[src/rtl/rv_hex_ctrl.sv]
// Memory-mapped six-digit seven-segment display peripheral with one control/data word.
// Optional blink support is compiled in with the HEX_BLINK_EN macro.
module rv_hex_ctrl #(
    parameter int                XLEN       = 32,
    parameter logic [XLEN-1:0]   ADDR       = 32'h0000_2000,
    parameter int                NUM_DIGITS = 6,
    parameter int                BLINK_DIV  = 25_000_000,
    parameter logic [31:0]       RESET_VAL  = 32'h0
) (
    input  logic                    clk_i,
    input  logic                    rst_ni,
    input  logic                    data_req_i,
    input  logic                    data_we_i,
    input  logic [XLEN/8-1:0]       data_be_i,
    input  logic [XLEN-1:0]         data_addr_i,
    input  logic [XLEN-1:0]         data_wdata_i,
    output logic                    data_rvalid_o,
    output logic [XLEN-1:0]         data_rdata_o,
    output logic [7*NUM_DIGITS-1:0] hex_o
);

`ifdef HEX_BLINK_EN
    localparam logic [31:0] REG_MASK = 32'hBFFF_FFFF;
`else
    localparam logic [31:0] REG_MASK = 32'h3FFF_FFFF;
`endif

    logic                    hit;
    logic                    blank_phase;
    logic [31:0]             reg_q, reg_d;
    logic                    rvalid_q;
    logic [XLEN-1:0]         rdata_q;
    logic [7*NUM_DIGITS-1:0] hex_q, hex_d;

    function automatic logic [6:0] seg7(input logic [3:0] n);
        logic [6:0] s;
        case (n)
            4'h0: s = 7'h40;
            4'h1: s = 7'h79;
            4'h2: s = 7'h24;
            4'h3: s = 7'h30;
            4'h4: s = 7'h19;
            4'h5: s = 7'h12;
            4'h6: s = 7'h02;
            4'h7: s = 7'h78;
            4'h8: s = 7'h00;
            4'h9: s = 7'h10;
            4'hA: s = 7'h08;
            4'hB: s = 7'h03;
            4'hC: s = 7'h46;
            4'hD: s = 7'h21;
            4'hE: s = 7'h06;
            default: s = 7'h0E;
        endcase
        return s;
    endfunction

    assign hit = data_req_i && (data_addr_i == ADDR);

    always_comb begin
        reg_d = reg_q;
        if (hit && data_we_i) begin
            for (int b = 0; b < 4; b++) begin
                if (data_be_i[b]) reg_d[8*b +: 8] = data_wdata_i[8*b +: 8];
            end
        end
        reg_d = reg_d & REG_MASK;
    end

`ifdef HEX_BLINK_EN
    localparam int CW = (BLINK_DIV > 2) ? $clog2(BLINK_DIV) : 1;
    logic [CW-1:0] blink_cnt_q;
    logic          phase_on_q;

    always_ff @(posedge clk_i or negedge rst_ni) begin
        if (!rst_ni) begin
            blink_cnt_q <= '0;
            phase_on_q  <= 1'b1;
        end else if (blink_cnt_q == CW'(BLINK_DIV - 1)) begin
            blink_cnt_q <= '0;
            phase_on_q  <= ~phase_on_q;
        end else begin
            blink_cnt_q <= blink_cnt_q + 1'b1;
        end
    end

    assign blank_phase = reg_q[31] && !phase_on_q;
`else
    assign blank_phase = 1'b0;
`endif

    // Digits decode from the stored register, so a write appears one edge after capture.
    always_comb begin
        hex_d = '1;
        for (int d = 0; d < NUM_DIGITS; d++) begin
            if (reg_q[24+d] && !blank_phase) hex_d[7*d +: 7] = seg7(reg_q[4*d +: 4]);
            else                             hex_d[7*d +: 7] = 7'h7F;
        end
    end

    always_ff @(posedge clk_i or negedge rst_ni) begin
        if (!rst_ni) begin
            reg_q    <= RESET_VAL & REG_MASK;
            rvalid_q <= 1'b0;
            rdata_q  <= '0;
            hex_q    <= '1;
        end else begin
            reg_q    <= reg_d;
            rvalid_q <= hit;
            if (hit) rdata_q <= XLEN'(reg_q);
            hex_q    <= hex_d;
        end
    end

    assign data_rvalid_o = rvalid_q;
    assign data_rdata_o  = rdata_q;
    assign hex_o         = hex_q;

endmodule

[config.mk]
export PLATFORM = sky130hd
export DESIGN_NAME = rv_hex_ctrl
export DESIGN_NICKNAME = d
export VERILOG_FILES = /design/src/rtl/rv_hex_ctrl.sv
export SDC_FILE = /design/constraint.sdc
export NUM_CORES = 1
export LEC_CHECK = 0
export ABC_AREA = 1
export CAP_MARGIN = 40
export CORE_MARGIN = 2
export CORE_UTILIZATION = 48
export CTS_CLUSTER_DIAMETER = 150
export DETAILED_ROUTE_END_ITERATION = 10
export GPL_TIMING_DRIVEN = 0
export PLACE_DENSITY = 0.81
export REMOVE_ABC_BUFFERS = 1
export SYNTH_ARGS = -nofsm -noshare
export SYNTH_HDL_FRONTEND = slang
export SYNTH_SLANG_ARGS = --single-unit
[constraint.sdc]
create_clock -name clk_i -period 1.5 [get_ports clk_i]
set_clock_uncertainty 0.15 [all_clocks]
set_input_delay 0.3 -clock clk_i [delete_from_list [all_inputs] [get_ports clk_i]]
set_output_delay 0.3 -clock clk_i [all_outputs]
set_load 0.05 [all_outputs]
## Yosys cells after proc, flatten, opt, wreduce, memory -nomap -nowiden

Memory sizes are Yosys's and may differ from the RTL's.
Cells that the tools add are included.

| operators by class | value |
|---|---|
| reductions and logical operators | 6 |
| equal/unequal tests | 1 |
| multiplexer cells | 6 |

Operators with widths:

| operator | count |
|---|---|
| two-way mux 7 bit | 6 |
| == test 32 x 14 -> 1 bit (second input constant) | 1 |
| AND reduction 2 bit | 4 |
| logical AND 1 bit | 2 |

| storage, ports and cells | value |
|---|---|
| output and inout bits | 75 |
| memory bits (read-only) | 672 |
| register bits | 103 |
| memories | 6 |
| word-level logic and storage cells | 26 |
| input bits | 72 |

Memory list:

| name | depth | width | read ports | clocked after Yosys merged registers in | wr ports | RTL line | RTL |
|---|---|---|---|---|---|---|---|
| (no name shown) | 16 | 7 | 1 | 0 | 0 | 37 | `case (n)` |
| (no name shown) | 16 | 7 | 1 | 0 | 0 | 37 |  |
| (no name shown) | 16 | 7 | 1 | 0 | 0 | 37 |  |
| (no name shown) | 16 | 7 | 1 | 0 | 0 | 37 |  |
| (no name shown) | 16 | 7 | 1 | 0 | 0 | 37 |  |
| (no name shown) | 16 | 7 | 1 | 0 | 0 | 37 |  |

## Depth between registers and ports, before layout

Gate-level depths: netlist of the first run.

| logic depth | value |
|---|---|
| depth in word-level cells | 4 |
| depth in mapped cells | 11 |
| depth with buffers taken out | 9 |

## Least setup slack after synthesis of the first run

OpenSTA, ideal clock, no wires.

| timing | value |
|---|---|
| path type | input to register |
| from | in data_addr_i[1] |
| to | reg rdata_q[20] (netlist: data_rdata_o[20]) |
| data required time | 1224 ps |
| path slack | -87 ps |
| library setup time | 126 ps |
| path buffers | 2 |
| arrival time | 1311 ps |
| stages | 9 |
| cell sequence | or2_1 nor2_1 nand3_1 nor2_4 inv_2 buf_6 buf_6 nand2_1 o21ai_1 |

| between the ends | value |
|---|---|
| word-level cells in the longest chain between the ends | 2 |

Ends and longest elaborated chain:

| what | RTL line | RTL |
|---|---|---|
| from (decl) | 15 | `input logic [XLEN-1:0] data_addr_i,` |
| == test 32 x 14 -> 1 bit | 58 | `assign hit = data_req_i && (data_addr_i == ADDR);` |
| logical AND 1 bit | 58 |  |
| to (signal assigned) | 110 | `if (hit) rdata_q <= XLEN'(reg_q);` |
| to (decl) | 32 | `logic [XLEN-1:0] rdata_q;` |

No other way between the ends.
A chain may end at the register's enable or synchronous reset.

## Final worst setup path of the first run

| timing | value |
|---|---|
| from | reg hex_q[4] (netlist: hex_o[4]) |
| to | out hex_o[4] |

RTL lines:

| what | RTL line | RTL |
|---|---|---|
| from (decl) | 33 | `logic [7*NUM_DIGITS-1:0] hex_q, hex_d;` |
| from (signal assigned) | 106 | `hex_q <= '1;` |
| from (signal assigned) | 111 | `hex_q <= hex_d;` |
| to (decl) | 19 | `output logic [7*NUM_DIGITS-1:0] hex_o` |

No word-level cell between the ends.

==> results.json, run 1 <==
{
  "outcome": "finished with violations",
  "cp.arrival_ps": 1070,
  "drv_slew": 0,
  "timing.final.ws_setup_ps": -19.93,
  "grt_overflow_total": 0,
  "path_class": "reg2out",
  "multiInputGateArea_mm2": 0.002332,
  "num_rows": 37,
  "crit_start": "hex_o[4]",
  "wirelength_um": 14460,
  "power.internal_w": 0.003694,
  "cts_max_level": 3,
  "p_total_w": 0.004751,
  "cts_inserted_buffers": 9,
  "slowest_stage": "dfstp_2",
  "ir_drop_uv": 523.5,
  "critPathTopFamily": "flip-flops",
  "synth.distinct_cells": 29,
  "seqCellArea_mm2": 0.002648,
  "r2r_end": "hex_o[28]",
  "tightest_slew_ps": 579.8,
  "io_pins": 147,
  "ys_ff_latch": 103,
  "cts_tree": "built",
  "hpwl_um": 9182,
  "seq_power_share_pct": 58.5,
  "firstDrtPassIters": 5,
  "antenna_found_initial": 0,
  "path_max_fanout": 1,
  "clk_pin_slew_worst_paths_ps": 100,
  "fp.coreArea_mm2": 0.01032,
  "synth.area.top_cells": "dfrtp_1 30%, dfstp_2 22%, nand2_1 11%",
  "routed-via-count": 4782,
  "path_cells": "buf_8",
  "yosysSeqAreaShare_pct": 51.63,
  "routedLengthMet1_um": 5733,
  "cts-root-buf": "clkbuf_8",
  "clkLatencyLatePin_ps": 360,
  "fin_tns_setup_ps": -116.7,
  "p_leak_nw": 3.235,
  "p_clk_share_pct": 35.5,
  "yosysTopAreaCell": "dfrtp_1",
  "final.min_clock_period_ps": 1520,
  "crit_path_max_incr_delay_ps": 560,
  "pre_cts_slack_ps": -1518,
  "grt_max_degree": 61,
  "grt_usage_pct": 25.93,
  "routedWlPerCell_um": 16.66,
  "hp-class": "in2reg",
  "ys.flop_type": "dfrtp_1",
  "swShare_pct": 22.24,
  "drtIter0Drc": 235,
  "combPwrFrac_pct": 5.9,
  "place_congestion": 0.9119,
  "die_h_um": 107.0,
  "ys_top_cells_by_count": "151 x nand2_1, 61 x dfrtp_1, 42 x dfstp_2, 40 x inv_1",
  "rsz0062_at_grt": "yes",
  "critPathRequiredTime_ps": 1050,
  "drtAntennaViolNets": 0,
  "nets": 835,
  "yosys_warnings": 0,
  "worst-r2r-setup-slack_ps": 70,
  "synth_edf_count": 0,
  "syn_inst": 573,
  "max_slew_margin_pct": 61.34,
  "die_w_um": 107.0,
  "worstHoldStart": "data_we_i",
  "drc": 0,
  "setup_viol": 15,
  "synthMostInstantiatedCell": "nand2_1",
  "nFillCells": 734,
  "syn_to_final_growth_pct": 45.54,
  "cts.path.max_buffers": 2,
  "worst_hold_slack_ps": 299.9,
  "initial_utilization_pct": 49.34,
  "p_switching_w": 0.001057,
  "critPathLaunchType": "flip-flop",
  "netlist_area_mm2": 0.005094,
  "min_path_cells": 3,
  "max_freq_mhz": 657.9,
  "drive_gt1_share_pct": 35.66,
  "cp_num_buf_inv": 1,
  "violations": "setup timing",
  "async_reset_ff_share_pct": 100.0,
  "synth_area_per_cell_um2": 8.889,
  "dieArea_mm2": 0.01145,
  "hold_end": "reg_q[27]",
  "top_layer": "met4",
  "numClockSinks": 103,
  "diodes": 0,
  "p_per_area_mw_per_mm2": 640.9,
  "wl_met2_um": 7586,
  "grt_pass1_wl_um": 23170,
  "r2r-start": "reg_q[17]",
  "hold_viol": 0,
  "ff2ff_path_depth": 6,
  "post-route-period-util_pct": 101.3,
  "io_buffers": 142,
  "grt_pass1_vias": 4713,
  "dr_wl_met3_um": 921,
  "synth.top_cell.area_share_pct": 29.97,
  "cap_violations": 0,
  "viasPerCell": 5.509,
  "end_kind": "output pin"
}
## layout make-up
cell class	count	share of cell area, %
clock buffer	12	1.823
timing repair buffer	176	25.37
timing repair inverter	1	0.1181
inverter	45	2.582
tap	136	2.295
sequential	103	35.71
clock inverter	4	0.6414
multi-input combinational	391	31.46
## stage by stage
step	cell area, um2	instances	utilization [%]
2_1_floorplan	4932	538	-
3_3_place_gp	6524	816	63.19
3_5_place_dp	6584	819	63.77
4_1_cts	7221	860	69.94
5_1_grt	7413	868	71.81
6_report	7413	868	71.81
## how the worst max path moves through the flow
stage / endpoint / depth (start not counted)
4_1_cts: data_rdata_o[4] / 10
3_5_place_dp: data_rdata_o[3] / 9
6_report: hex_o[4] / 1
2_1_floorplan: data_rdata_o[0] / 7
3_3_place_gp: data_rdata_o[23] / 1
5_1_grt: hex_o[15] / 1
## placed cells by master, fill, tap and decap left out, types with 6 or more instances in the layout
cell type / Yosys / layout
nor2_1: 27 / 19
buf_16: 0 / 6
buf_2: 6 / 20
inv_1: 40 / 28
ha_1: 36 / 35
inv_2: 1 / 12
nand4_1: 34 / 34
clkbuf_4: 0 / 8
o211ai_1: 7 / 7
clkdlybuf4s15_1: 0 / 16
o21ai_2: 0 / 13
clkdlybuf4s50_1: 0 / 34
o21ai_1: 29 / 18
a31oi_1: 6 / 6
buf_4: 2 / 23
a21oi_1: 11 / 10
clkbuf_2: 0 / 17
o21ai_0: 26 / 24
dfrtp_2: 0 / 14
clkbuf_8: 0 / 9
nand2_2: 0 / 14
nand2_1: 151 / 134
dfrtp_1: 61 / 47
dfstp_2: 42 / 42
buf_8: 0 / 43
o2111ai_1: 8 / 8
nand3_1: 36 / 35
## per-layer routing
metal | vias up | GRT usage [%]
met5 | - | 0
met4 | 0 | 8.720
met3 | 19 | 4.255
met2 | 206 | 45.22
met1 | 2333 | 32.74
li1 | 2224 | -
## state kept, by name, summed over array words and instances, names as in the netlist
signal and cells:
reg_q 30, data_rdata_o 30, data_rvalid_o 1, hex_o 42
## power groups by stage
stage / clock [W] / combinational (W) / sequential, W
5_1_grt: 0.00187 / 0.000307 / 0.00278
2_1_floorplan: 0 / 0.0000251 / 0.00283
3_5_place_dp: 0 / 0.000311 / 0.00283
3_3_place_gp: 0 / 0.000292 / 0.00283
6_report: 0.00169 / 0.000282 / 0.00278
4_1_cts: 0.00171 / 0.000287 / 0.00278
## what timing repair did
item                                    CTS  global route
pin swaps                                 8            34
resized for setup                       575           118
hold endpoints to repair                 28             0
endpoints found under the setup margin  138           131
buffers inserted                         18             7
hold buffers                              1             0
gates cloned                              6             2
## logic make-up (layout without fill, tap and decap cells)
group | count (synthesis) | in the layout | share of synthesized area [%]
buffers and inverters | 81 | 238 | 6.558
AOI/OAI and AO/OA | 94 | 94 | 10.81
DFF | 103 | 103 | 51.63
and+or+nand+nor | 258 | 259 | 22.08
other | 1 | 2 | 0.07362
adders and majority gates | 36 | 36 | 8.843
(Power assumes the default switching activity.)
==> run 2: changes to the inputs <==
--- a/config.mk
+++ b/config.mk
@@ -13,7 +13,7 @@
 export DETAILED_ROUTE_END_ITERATION = 10
 export GPL_TIMING_DRIVEN = 0
 export PLACE_DENSITY = 0.81
-export REMOVE_ABC_BUFFERS = 1
+export SLEW_MARGIN = 30
 export SYNTH_ARGS = -nofsm -noshare
 export SYNTH_HDL_FRONTEND = slang
 export SYNTH_SLANG_ARGS = --single-unit
==> results.json, run 2 (synthesis results as in run 1) <==
{
  "combPwrFrac_pct": 6.0,
  "die_h_um": 107.0,
  "cts_inserted_buffers": 9,
  "routedWlPerCell_um": 15.54,
  "ir_drop_uv": 389.8,
  "dieArea_mm2": 0.01145,
  "violations": "setup timing",
  "final.min_clock_period_ps": 1529,
  "hpwl_um": 9731,
  "io_pins": 147,
  "cts-root-buf": "clkbuf_8",
  "tightest_slew_ps": 544.2,
  "path_class": "reg2out",
  "end_kind": "output pin",
  "critPathRequiredTime_ps": 1050,
  "fp.coreArea_mm2": 0.01032,
  "initial_utilization_pct": 49.34,
  "ff2ff_path_depth": 4,
  "max_slew_margin_pct": 63.72,
  "hold_viol": 0,
  "cts_max_level": 3,
  "p_leak_nw": 3.254,
  "seqCellArea_mm2": 0.002639,
  "cts_tree": "built",
  "fin_util_pct": 72.56,
  "layout_commonest_cell": "nand2_1",
  "critPathTopFamily": "flip-flops",
  "setup_viol": 25,
  "place_congestion": 0.9098,
  "diodes": 0,
  "worst_hold_slack_ps": 188.7,
  "path_max_fanout": 1,
  "cp.arrival_ps": 1080,
  "cts.path.max_buffers": 2,
  "viasPerCell": 5.390,
  "post-route-period-util_pct": 101.9,
  "wirelength_um": 13740,
  "outcome": "finished with violations",
  "nets": 851,
  "grt_overflow_total": 0,
  "critPathLaunchType": "flip-flop",
  "syn_to_final_growth_pct": 47.06,
  "firstDrtPassIters": 5,
  "grt_pass1_wl_um": 22040,
  "drv_slew": 0,
  "nFillCells": 758,
  "drtAntennaViolNets": 0,
  "crit_path_max_incr_delay_ps": 560,
  "num_rows": 37,
  "multiInputGateArea_mm2": 0.002340,
  "io_buffers": 138,
  "die_w_um": 107.0,
  "drtIter0Drc": 264,
  "cp_num_buf_inv": 1,
  "p_clk_share_pct": 36.7,
  "clkLatencyLatePin_ps": 370,
  "clk_pin_slew_worst_paths_ps": 90,
  "largest_reg_flops": 42,
  "p_switching_w": 0.001047,
  "grt_pass1_vias": 4645,
  "swShare_pct": 21.58,
  "path_cells": "buf_8",
  "routed-via-count": 4765,
  "hp-class": "in2reg",
  "timing.final.ws_setup_ps": -29.01,
  "antenna_found_initial": 0,
  "grt_max_degree": 66,
  "final_cell_mix": "132 x nand2_1, 54 x dfrtp_1, 45 x buf_8",
  "grt_usage_pct": 24.48,
  "numClockSinks": 103,
  "p_per_area_mw_per_mm2": 647.7,
  "power.internal_w": 0.003805,
  "cp_num_cells": 1,
  "seq_power_share_pct": 57.3,
  "p_total_w": 0.004852,
  "cap_violations": 0,
  "slowest_stage": "dfstp_2",
  "drive_gt1_share_pct": 32.49,
  "min_path_cells": 3,
  "drc": 0,
  "max_freq_mhz": 654.0,
  "rsz0062_at_grt": "yes"
}
==> run 2: power groups by stage <==
| stage | registers [W] | logic [W] | clock network (W) |
|---|---|---|---|
| after floorplan | 0.00283 | 0.0000500 | 0 |
| after global placement | 0.00283 | 0.000291 | 0 |
| after detailed placement | 0.00283 | 0.000306 | 0 |
| after CTS | 0.00278 | 0.000285 | 0.00182 |
| after global routing | 0.00278 | 0.000316 | 0.00193 |
| final | 0.00278 | 0.000290 | 0.00178 |
==> run 2: layer usage <==
| metal | routed length [um] | share of wire (%) | vias to the layer above | GRT usage [%] |
|---|---|---|---|---|
| met1 | 5514 | 40 | 2263 | 30.97 |
| met2 | 6947 | 51 | 213 | 41.08 |
| met4 | 341 | 2.5 | 0 | 9.926 |
| met5 | 0 | 0 | - | 0 |
| met3 | 937 | 6.8 | 31 | 5.046 |
| li1 | - | - | 2258 | - |
==> run 2: final cells by class <==
type | count | share of cell area [%]
clock inverters | 3 | 0.5679
multi-input cells | 390 | 31.23
plain buffers | 29 | 2.672
well taps | 136 | 2.272
inverters | 45 | 2.355
clock buffers | 13 | 2.138
repair buffers | 165 | 23.53
flip-flops and latches | 103 | 35.23
==> run 2: path summary, 6_finish.rpt <==
| kind | startpoint | endpoint | slack, ps |
|---|---|---|---|
| max | hex_o[23] | hex_o[23] | -30 |
| min | data_be_i[1] | reg_q[9] | 190 |
| max reg2reg | reg_q[8] | hex_o[16] | 20 |
| min reg2reg | data_rdata_o[22] | data_rdata_o[22] | 340 |
| max in group asynchronous | rst_ni | hex_o[24] | 300 |
| min in group asynchronous | rst_ni | data_rdata_o[23] | 240 |
==> run 2: what timing repair did <==
action,CTS,global route
hold buffers,1,0
buffers inserted,14,7
pin swaps,38,34
setup endpoints to repair,150,140
gates cloned,4,0
endpoints found under the hold margin,38,0
resized for setup,582,114
==> run 2: worst register-to-register path: stages (launching register included) <==
cell      delay [ps]
dfrtp_1          420
inv_1            210
ha_1             180
inv_1             50
o311ai_1         350
==> run 2: through the flow <==
step                instance area [um2]  TNS [ps]  worst slack (ps)  instances
floorplan                          5104    -897.2            -87.05        574
global placement                   6655   -374830             -3578        848
detailed placement                 6684    -58030            -849.3        849
CTS                                7239    -729.2            -34.23        879
global route                       7491     -1580            -55.42        884
finish                             7491    -205.1            -29.01        884
==> run 3: changes to the inputs <==
==> constraint.sdc (replaced) <==
create_clock -name clk_i -period 1.7 [get_ports clk_i]
set_clock_uncertainty 0.15 [all_clocks]
set_input_delay 0.17 -clock clk_i [delete_from_list [all_inputs] [get_ports clk_i]]
set_output_delay 0.17 -clock clk_i [all_outputs]
set_load 0.05 [all_outputs]
==> results.json, run 3 (synthesis results as in run 1) <==
{
  "outcome": "complete, no violations",
  "grt_overflow_total": 0,
  "die_h_um": 107.0,
  "hpwl_um": 9892,
  "hold_viol": 0,
  "routedWlPerCell_um": 15.13,
  "fin_cells": 874,
  "syn_to_final_growth_pct": 36.85,
  "wirelength_um": 13220,
  "final_cell_mix": "150 x nand2_1, 61 x clkdlybuf4s50_1, 60 x dfrtp_1",
  "critPathTopFamily": "flip-flops",
  "end_kind": "output pin",
  "r2r_end": "hex_o[14]",
  "critPathCapture": "hex_o[39]",
  "p_leak_nw": 3.098,
  "grt_pass1_vias": 4578,
  "wl_met2_um": 6635,
  "cts_tree": "built",
  "hp-class": "in2reg",
  "timing.final.ws_setup_ps": 31.93,
  "fp.coreArea_mm2": 0.01032,
  "clkLatencyLatePin_ps": 350,
  "critPathRequiredTime_ps": 1380,
  "seqCellArea_mm2": 0.002631,
  "tightest_slew_ps": 547.1,
  "grt_pass1_wl_um": 21710,
  "layout_commonest_cell": "nand2_1",
  "largest_reg_flops": 42,
  "final.min_clock_period_ps": 1668,
  "die_w_um": 107.0,
  "initial_utilization_pct": 49.34,
  "r2r-start": "reg_q[9]",
  "multiInputGateArea_mm2": 0.002170,
  "routedLengthMet1_um": 5555,
  "nets": 841,
  "pre_cts_slack_ps": -500.2,
  "num_rows": 37,
  "path_max_fanout": 1,
  "critPathLaunchType": "flip-flop",
  "crit_path_max_incr_delay_ps": 520,
  "clk_pin_slew_worst_paths_ps": 90,
  "cts_max_level": 3,
  "drive_gt1_share_pct": 18.70,
  "drv_slew": 0,
  "cts-root-buf": "clkbuf_8",
  "cp.arrival_ps": 1350,
  "routed-via-count": 4656,
  "fin_tns_setup_ps": 0,
  "io_buffers": 138,
  "setup_viol": 0,
  "p_per_area_mw_per_mm2": 615.2,
  "fin_util_pct": 67.52,
  "path_class": "reg2out",
  "cp_num_buf_inv": 1,
  "max_freq_mhz": 599.5,
  "max_slew_margin_pct": 63.67,
  "drc": 0,
  "drtAntennaViolNets": 0,
  "cts_inserted_buffers": 9,
  "placed_cells_incl_taps": 849,
  "antenna_found_initial": 0,
  "drtIter0Drc": 275,
  "path_cells": "clkdlybuf4s15_1",
  "grt_max_degree": 72,
  "post-route-period-util_pct": 98.12,
  "cp_num_cells": 1,
  "slowest_stage": "dfstp_2",
  "ir_drop_uv": 446.2,
  "cap_violations": 0,
  "grt_usage_pct": 23.65,
  "worst-r2r-setup-slack_ps": 130,
  "place_congestion": 0.9564,
  "crit_start": "hex_o[39]",
  "nFillCells": 843,
  "cts.path.max_buffers": 2,
  "dieArea_mm2": 0.01145,
  "top_layer": "met4",
  "io_pins": 147,
  "rsz0062_at_grt": "yes",
  "dr_wl_met3_um": 784,
  "p_total_w": 0.004288,
  "firstDrtPassIters": 6,
  "ff2ff_path_depth": 6,
  "numClockSinks": 103,
  "diodes": 0,
  "viasPerCell": 5.327
}
## run 3: cell count changes in the layout (fill, tap and decap cells not counted), moves of 18 or more
cell	change
dlygate4sd2_1	+30
buf_8	-43
clkdlybuf4s15_2	+26
clkdlybuf4s50_1	+30
nand2_1	+18
clkdlybuf4s15_1	-27
## run 3: layout make-up
| cell class | count | area share [%] |
|---|---|---|
| Buffer | 35 | 2.513 |
| Clock buffer | 10 | 1.975 |
| Clock inverter | 6 | 0.9693 |
| Timing Repair Buffer | 149 | 20.77 |
| Sequential cell | 103 | 37.75 |
| Tap cell | 136 | 2.441 |
| Inverter | 45 | 2.459 |
| Multi-Input combinational cell | 390 | 31.13 |
## run 3: what timing repair did
action,CTS,global route
hold buffers,1,0
pin swaps,4,9
setup buffers,5,3
gates cloned,0,1
gates resized for setup,144,38
endpoints found under the setup margin,123,78
endpoints found under the hold margin,73,0
## run 3: how the worst min path moves through the flow
| stage | start | to | slack (ps) | depth (start not counted) |
|---|---|---|---|---|
| final | data_be_i[1] | reg_q[15] | 90 | 3 |
| after detailed placement | rst_ni | data_rdata_o[2] | -70 | 1 |
| after global routing | data_be_i[1] | reg_q[15] | 110 | 3 |
| after floorplan | rst_ni | data_rdata_o[0] | -280 | 0 |
| after global placement | data_rdata_o[27] | data_rdata_o[27] | 310 | 2 |
| after CTS | data_be_i[1] | reg_q[12] | 70 | 3 |
## run 3: routing by layer
| metal | vias to the layer above | global-route usage, % |
|---|---|---|
| met2 | 191 | 41.26 |
| met5 | - | 0 |
| met4 | 0 | 8.071 |
| met1 | 2210 | 30.44 |
| met3 | 23 | 2.979 |
| li1 | 2232 | - |
## run 3: through the flow
| step | hold slack [ps] | area [um2] |
|---|---|---|
| 2_1_floorplan | -275.6 | 5097 |
| 3_3_place_gp | 306.2 | 6649 |
| 3_5_place_dp | -70.23 | 6678 |
| 4_1_cts | 67.05 | 6933 |
| 5_1_grt | 112.7 | 6970 |
| 6_report | 85.56 | 6970 |
## run 3: worst reg2reg max path: stages (launching register included)
cell       delay [ps]
dfrtp_1           490
inv_1             150
ha_1              210
inv_1             110
nor3_1             80
a31oi_1           170
o2111ai_1         140
## run 3: power by group
part | internal, W | switching (W) | total (W) | leakage (nW)
registers | 0.00245 | 0.00000000000251 | 0.00245 | 1.29
logic | 0.000151 | 0.000119 | 0.000269 | 1.71
clock network | 0.000727 | 0.000838 | 0.00156 | 0.0989
